$ cat src/rtl/sram_like_slave_bridge_pkg.sv
// Shared types for the sram-like slave bridge: access-size codes and the response FIFO entry.
package sram_like_pkg;

    localparam logic [1:0] SIZE_BYTE = 2'd0;
    localparam logic [1:0] SIZE_HALF = 2'd1;
    localparam logic [1:0] SIZE_WORD = 2'd2;

    typedef struct packed {
        logic        wr;
        logic [31:0] data;
    } rsp_entry_t;

endpackage

$ cat src/rtl/sram_like_slave_bridge_if.sv
// sram-like req/addr_ok/data_ok bus between an IF/MEM-stage master and the slave bridge.
interface sram_like_slave_bridge_if;

    // A request transfers on a rising edge where req & addr_ok; the master holds req and its
    // payload until then. Each accepted request later gets exactly one single-cycle data_ok,
    // in acceptance order, with no ready path back from the master.
    logic        req;
    logic        wr;
    logic [1:0]  size;
    logic [3:0]  wstrb;
    logic [31:0] addr;
    logic [31:0] wdata;
    logic        addr_ok;
    logic        data_ok;
    logic [31:0] rdata;

    modport master (
        output req, wr, size, wstrb, addr, wdata,
        input  addr_ok, data_ok, rdata
    );

    modport slave (
        input  req, wr, size, wstrb, addr, wdata,
        output addr_ok, data_ok, rdata
    );

endinterface

$ cat src/rtl/sram_like_slave_bridge_rsp_fifo.sv
// In-order response queue (DEPTH entries) holding results that could not be returned immediately.
module sram_rsp_fifo
    import sram_like_pkg::*;
#(
    parameter int DEPTH = 4
) (
    input  logic       clk,
    input  logic       resetn,
    input  logic       push_i,
    input  rsp_entry_t push_data_i,
    input  logic       pop_i,
    output logic       empty_o,
    output rsp_entry_t head_o
);

    localparam int PW = $clog2(DEPTH);

    // One extra pointer bit tells full from empty; the bridge never pushes when full.
    logic [PW:0] wptr_q, rptr_q;
    rsp_entry_t  mem_q [DEPTH];

    always_ff @(posedge clk or negedge resetn) begin
        if (!resetn) begin
            wptr_q <= '0;
            rptr_q <= '0;
        end else begin
            if (push_i) wptr_q <= wptr_q + 1'b1;
            if (pop_i)  rptr_q <= rptr_q + 1'b1;
        end
    end

    always_ff @(posedge clk) begin
        if (push_i) mem_q[wptr_q[PW-1:0]] <= push_data_i;
    end

    assign empty_o = (wptr_q == rptr_q);
    assign head_o  = mem_q[rptr_q[PW-1:0]];

endmodule

$ cat src/rtl/sram_like_slave_bridge.sv
// sram-like bus slave in front of a 1-cycle-latency synchronous RAM, up to DEPTH outstanding.
// Optional SRAM_LIKE_RAND_STALL_EN adds LFSR-driven random stalls on addr_ok and data_ok.
module sram_like_slave_bridge
    import sram_like_pkg::*;
#(
    parameter int          DEPTH     = 4,
    parameter int          RAM_AW    = 16,
    parameter logic [15:0] LFSR_SEED = 16'hACE1
) (
    input  logic                  clk,
    input  logic                  resetn,
    sram_like_slave_bridge_if.slave bus,
    input  logic                  rsp_stall,
    output logic                  ram_en,
    output logic [3:0]            ram_we,
    output logic [RAM_AW-1:0]     ram_addr,
    output logic [31:0]           ram_wdata,
    input  logic [31:0]           ram_rdata
);

    localparam int CW = $clog2(DEPTH) + 1;

    logic [CW-1:0] cnt_q, cnt_d;
    logic          inflight_q, inflight_wr_q;
    logic          accept_gate, rsp_gate;
    logic          addr_ok_w, hs, rsp_ok, data_ok_w;
    logic          fifo_empty, fifo_push, fifo_pop;
    rsp_entry_t    result, head;
    logic [31:0]   rdata_w;

`ifdef SRAM_LIKE_RAND_STALL_EN
    logic [15:0] lfsr_q;
    logic        lfsr_fb;

    // Fibonacci taps 16,14,13,11.
    assign lfsr_fb = lfsr_q[15] ^ lfsr_q[13] ^ lfsr_q[12] ^ lfsr_q[10];

    always_ff @(posedge clk or negedge resetn) begin
        if (!resetn) lfsr_q <= LFSR_SEED;
        else         lfsr_q <= {lfsr_q[14:0], lfsr_fb};
    end

    assign accept_gate = (lfsr_q[1:0] != 2'b00);
    assign rsp_gate    = (lfsr_q[3:2] != 2'b00);
`else
    localparam logic [15:0] unused_lfsr_seed = LFSR_SEED;
    assign accept_gate = 1'b1;
    assign rsp_gate    = 1'b1;
`endif

    // Credit comes only from the registered count, so a data_ok never frees a slot that cycle.
    assign addr_ok_w = resetn && (cnt_q < CW'(DEPTH)) && accept_gate;
    assign hs        = bus.req & addr_ok_w;

    assign ram_en    = hs;
    assign ram_we    = (hs && bus.wr) ? bus.wstrb : 4'b0000;
    assign ram_addr  = bus.addr[RAM_AW+1:2];
    assign ram_wdata = bus.wdata;

    assign result.wr   = inflight_wr_q;
    assign result.data = inflight_wr_q ? 32'h0 : ram_rdata;

    // The fresh RAM result bypasses the queue only when nothing older is waiting.
    assign rsp_ok    = !rsp_stall && rsp_gate;
    assign fifo_pop  = rsp_ok && !fifo_empty;
    assign fifo_push = inflight_q && !(rsp_ok && fifo_empty);
    assign data_ok_w = rsp_ok && (!fifo_empty || inflight_q);

    always_comb begin
        rdata_w = 32'h0;
        if (data_ok_w) begin
            if (!fifo_empty) rdata_w = head.wr ? 32'h0 : head.data;
            else             rdata_w = result.data;
        end
    end

    always_comb begin
        cnt_d = cnt_q;
        if (hs)        cnt_d = cnt_d + 1'b1;
        if (data_ok_w) cnt_d = cnt_d - 1'b1;
    end

    always_ff @(posedge clk or negedge resetn) begin
        if (!resetn) begin
            cnt_q         <= '0;
            inflight_q    <= 1'b0;
            inflight_wr_q <= 1'b0;
        end else begin
            cnt_q         <= cnt_d;
            inflight_q    <= hs;
            inflight_wr_q <= hs & bus.wr;
        end
    end

    sram_rsp_fifo #(.DEPTH(DEPTH)) u_rsp_fifo (
        .clk         (clk),
        .resetn      (resetn),
        .push_i      (fifo_push),
        .push_data_i (result),
        .pop_i       (fifo_pop),
        .empty_o     (fifo_empty),
        .head_o      (head)
    );

    assign bus.addr_ok = addr_ok_w;
    assign bus.data_ok = data_ok_w;
    assign bus.rdata   = rdata_w;

    // Size is informational and upper/lower address bits alias; they are intentionally ignored.
    logic unused_bits;
    assign unused_bits = ^{bus.size, bus.addr[31:RAM_AW+2], bus.addr[1:0]};

endmodule
$ cat src/flat_wrapper.sv
// flat-port wrapper written by rule: the top's interface ports become plain ports
module sram_like_slave_bridge_flat import sram_like_pkg::*;
#(
    parameter int          DEPTH     = 4,
    parameter int          RAM_AW    = 16,
    parameter logic [15:0] LFSR_SEED = 16'hACE1
)
  (clk, resetn, rsp_stall, ram_en, ram_we, ram_addr, ram_wdata, ram_rdata, bus_req, bus_wr, bus_size, bus_wstrb, bus_addr, bus_wdata, bus_addr_ok, bus_data_ok, bus_rdata);
  sram_like_slave_bridge_if bus_i ();
  input  logic clk;
  input  logic resetn;
  input  logic rsp_stall;
  output logic ram_en;
  output logic [3:0] ram_we;
  output logic [RAM_AW-1:0] ram_addr;
  output logic [31:0] ram_wdata;
  input  logic [31:0] ram_rdata;
  input wire logic [$bits(bus_i.req)-1:0] bus_req;
  input wire logic [$bits(bus_i.wr)-1:0] bus_wr;
  input wire logic [$bits(bus_i.size)-1:0] bus_size;
  input wire logic [$bits(bus_i.wstrb)-1:0] bus_wstrb;
  input wire logic [$bits(bus_i.addr)-1:0] bus_addr;
  input wire logic [$bits(bus_i.wdata)-1:0] bus_wdata;
  output wire logic [$bits(bus_i.addr_ok)-1:0] bus_addr_ok;
  output wire logic [$bits(bus_i.data_ok)-1:0] bus_data_ok;
  output wire logic [$bits(bus_i.rdata)-1:0] bus_rdata;
  assign bus_i.req = bus_req;
  assign bus_i.wr = bus_wr;
  assign bus_i.size = bus_size;
  assign bus_i.wstrb = bus_wstrb;
  assign bus_i.addr = bus_addr;
  assign bus_i.wdata = bus_wdata;
  assign bus_addr_ok = bus_i.addr_ok;
  assign bus_data_ok = bus_i.data_ok;
  assign bus_rdata = bus_i.rdata;
  sram_like_slave_bridge #(.DEPTH(DEPTH), .RAM_AW(RAM_AW), .LFSR_SEED(LFSR_SEED)) u_core (.clk(clk), .resetn(resetn), .bus(bus_i), .rsp_stall(rsp_stall), .ram_en(ram_en), .ram_we(ram_we), .ram_addr(ram_addr), .ram_wdata(ram_wdata), .ram_rdata(ram_rdata));
endmodule
$ cat config.mk
export PLATFORM = sky130hd
export DESIGN_NAME = sram_like_slave_bridge_flat
export DESIGN_NICKNAME = d
export VERILOG_FILES = /design/src/rtl/sram_like_slave_bridge_pkg.sv /design/src/rtl/sram_like_slave_bridge_if.sv /design/src/rtl/sram_like_slave_bridge_rsp_fifo.sv /design/src/rtl/sram_like_slave_bridge.sv /design/src/flat_wrapper.sv
export SDC_FILE = /design/constraint.sdc
export NUM_CORES = 1
export LEC_CHECK = 0
export ABC_AREA = 1
export BUFFER_PORTS_ARGS = -buffer_cell sky130_fd_sc_hd__buf_2
export CORE_ASPECT_RATIO = 1.75
export CORE_MARGIN = 2
export CORE_UTILIZATION = 49
export DETAILED_ROUTE_END_ITERATION = 12
export PLACE_DENSITY = 0.86
export SYNTH_ARGS = -nofsm -noshare
export SYNTH_HDL_FRONTEND = slang
export SYNTH_SLANG_ARGS = --single-unit
$ cat constraint.sdc
create_clock -name clk -period 3 [get_ports clk]
set_clock_uncertainty 0.15 [all_clocks]
set_input_delay 0 -clock clk [delete_from_list [all_inputs] [get_ports clk]]
set_output_delay 0 -clock clk [all_outputs]
set_load 0.05 [all_outputs]
==> summary.md <==
| Metric | Value |
|---|---|
| Pre-Repair DR Iteration Count | `5` |
| Setup CP Type | `register to output pin` |
| Power Internal | `3.44 mW` |
| Antenna violations before repair | `0` |
| Slew headroom | `54.0%` |
| Endpoints failing hold | `0` |
| Clk slew on worst S/H paths | `60 ps` |
| Final HPWL DP | `11,200 microns` |
| Fin util | `61.1%` |
| Placement Rows | `60` |
| Fillers | `1,104` |
| Gr usage total | `23.7%` |
| Number of vias per cell | `5.31` |
| Crit-path max FO | `35` |
| Slew @ Worst Pin | `690 ps` |
| Clock Sink Count | `143` |
| Buffers inserted by post-CTS timing repair | `0` |
| Mapped cell area | `7740 sq um` |
| Syn-to-layout area delta | `21.4%` |
| Syn Inst Count | `907` |
| Asr flop ratio synth | `7.69%` |
| Final count of negative-setup-slack endpoints | `0` |
| Seq pwr share | `48.6%` |
| Worst-Skew Late Latency | `410 ps` |
| DR iter-0 viols | `719` |
| Syn Area/Cell | `8.54 sq um` |
| Vias in the first global route | `6,458` |
| Synth cell count leaders | `325 x nand2_1, 182 x inv_1, 132 x edfxtp_1` |
| Die area | `16,900 sq um` |
| Mapped Nets | `1,021` |
| Synth area leaders | `edfxtp_1 51%, nand2_1 16%, inv_1 8.8%` |
| Via count | `6,457` |
| I/O pin total | `194` |
| Overflow after GRT | `0` |
| Number of buffers created by CTS | `17` |
| Leak | `4.72 nW` |
| Max-cap check violation count | `0` |
| Die Ht | `170 microns` |
| Register Area | `4240 sq um` |
| Sequential share of the synthesized area | `54.8%` |
| Multi-input logic area | `2280 sq um` |
| Post-synth top area share | `51.2%` |
| Root Driver | `clkbuf_16` |
| Routed Antenna Nets | `0` |
| GPL Wtd Cong | `0.775` |
| Comb power frac | `7.3%` |
| H-Tree Depth | `4` |
| Run status | `complete, no violations` |
| Internal reg-to-reg setup slack | `620 ps` |
| Avg WL per Cell | `16.4 microns` |
| Critical Path AT | `2770 ps` |
| Net Sw Frac | `23.2%` |
| Largest net degree at the start of global routing | `61` |
| Most used routing layer | `met2` |
| Fmax | `0.343 GHz` |
| Post-synth EDFFs | `132` |
| Routed wire length | `20,000 microns` |
| FF+latch count, synth | `143` |
| First-pass GRT wire length | `30,600 microns` |
| RSZ-0062 raised after global routing | `no` |
| Fin crit share | `97.2%` |
| CP Capture Type | `output pin` |
| Clock power share | `44.1%` |
| Pwr/cell area | `476 nW/um^2` |
| GR Layer Usage met3 | `4.31%` |
| Netlist cell types | `24` |
| Hold WC Path Type | `input pin to output pin` |
| VDD IR-drop max | `0.435 mV` |
| I/O Buffers | `79` |
| Synth Flop Type | `edfxtp_1` |
| Met1 GRT Util | `22.6%` |
| Tmin final | `2920 ps` |
| Design Power | `4.48 mW` |
| Layout cells sized above 1 | `16.4%` |
| DR DRC count | `0` |
| N_diodes | `0` |
| Bufs on Longest Clock Path | `2` |
| Required @ worst endpoint | `2850 ps` |
| Final nets | `1,132` |
| Chip width | `99.0 microns` |
| Most numerous cell in the Yosys netlist | `nand2_1` |
| Core region area | `15,400 sq um` |
| Met2 Use GR | `45.4%` |
| CTS tree | `yes` |
| Final Max Tran Viols | `0` |
| Initial core utilization | `50.3%` |
| Sw Pwr | `1.04 mW` |
| CP startpoint kind | `register` |
| Top cell type by total area after synthesis | `edfxtp_1` |
| Ys Warns | `0` |
[power groups by stage]
stage	clock network, mW	logic, mW	registers (mW)
floorplan	0	0.233	2.22
CTS	1.99	0.321	2.18
global placement	0	0.102	2.22
detailed placement	0	0.106	2.22
finish	1.98	0.326	2.18
global route	2.08	0.343	2.17
[path summary, 6_finish.rpt]
kind	startpoint	to	cells past startpoint
hold reg to reg	u_core.u_rsp_fifo.wptr_q[0]$_DFFE_PN0P_	u_core.u_rsp_fifo.wptr_q[0]$_DFFE_PN0P_	2
setup reg to reg	u_core.u_rsp_fifo.wptr_q[1]$_DFFE_PN0P_	u_core.cnt_q[0]$_DFF_PN0_	8
max in group asynchronous	resetn	u_core.u_rsp_fifo.rptr_q[0]$_DFFE_PN0P_	3
setup / recovery	u_core.u_rsp_fifo.wptr_q[1]$_DFFE_PN0P_	bus_rdata[1]	8
min in group asynchronous	resetn	u_core.cnt_q[2]$_DFF_PN0_	3
hold / removal	bus_wstrb[2]	ram_we[2]	4
[cell families after synthesis]
logic type,after synthesis,synth area share [%]
flops,143,54.8
xor+xnor,3,0.582
buf+inv,274,16.4
fa+ha+maj,7,1.13
simple gates,479,27.1
compound gates,1,0.0646
[metrics by stage]
step | TNS [ps] | cell area, sq um | hold WS [ps] | instances | setup WS [ps]
finish | 0 | 9400 | 214 | 1217 | 82.7
global route | 0 | 9400 | 228 | 1217 | 8.12
CTS | 0 | 9380 | 216 | 1216 | 74.7
detailed placement | 0 | 7970 | -239 | 1099 | 557
global placement | 0 | 7970 | -242 | 1099 | 616
floorplan | -4590 | 7740 | -446 | 907 | -46.4
[placed cells by master, fill, tap and decap left out, types with 2 or more instances in the layout]
cell / n
clkinvlp_4: 4
nand3_4: 2
ha_1: 7
nand4_1: 33
nor2_1: 9
inv_1: 182
buf_12: 2
nand2_2: 2
nand2_1: 325
edfxtp_1: 132
buf_4: 15
inv_6: 5
dlygate4sd3_1: 85
nor2_4: 3
dfrtp_1: 10
clkbuf_16: 17
clkinv_4: 2
nand3_1: 72
nor2_2: 29
inv_2: 2
clkinv_2: 2
nand3b_1: 3
buf_2: 79
[registers in the layout (all words and copies together), names as in the netlist]
register                  count
u_core.u_rsp_fifo.rptr_q      3
u_core.inflight_wr_q          1
u_core.u_rsp_fifo.wptr_q      3
u_core.cnt_q                  3
u_core.inflight_q             1
u_core.u_rsp_fifo.mem_q     132
[repair_timing]
| action | 4_1_cts | 5_1_grt |
|---|---|---|
| gates resized for setup | 0 | 1 |
| setup endpoints to repair | 0 | 21 |
| hold buffers | 85 | 0 |
| hold endpoints to repair | 195 | 0 |
[worst max-delay path, cell delays in order, from the launching register on]
cell     delay [ps]
dfrtp_1         430
inv_1           140
nand2_1          90
nand2_2          70
buf_4           450
nand4_4         230
nand2_4         540
nor2_2          130
buf_2           240
[area by class of cell]
type                    instances  area share (%)
flip-flops and latches        143            45.1
multi-input cells             491            24.2
repair buffers                181            14.9
inverters                     184            7.35
clock buffers                  17            4.53
well taps                     186            2.48
clock inverters                15            1.44
[metal layers]
layer / vias up / wire length, microns
met4: 0 / 812
met5: - / 0
li1: 2981 / -
met1: 2969 / 6490
met3: 70 / 1640
met2: 437 / 11100
No activity file was read; power rests on OpenSTA's default activity.
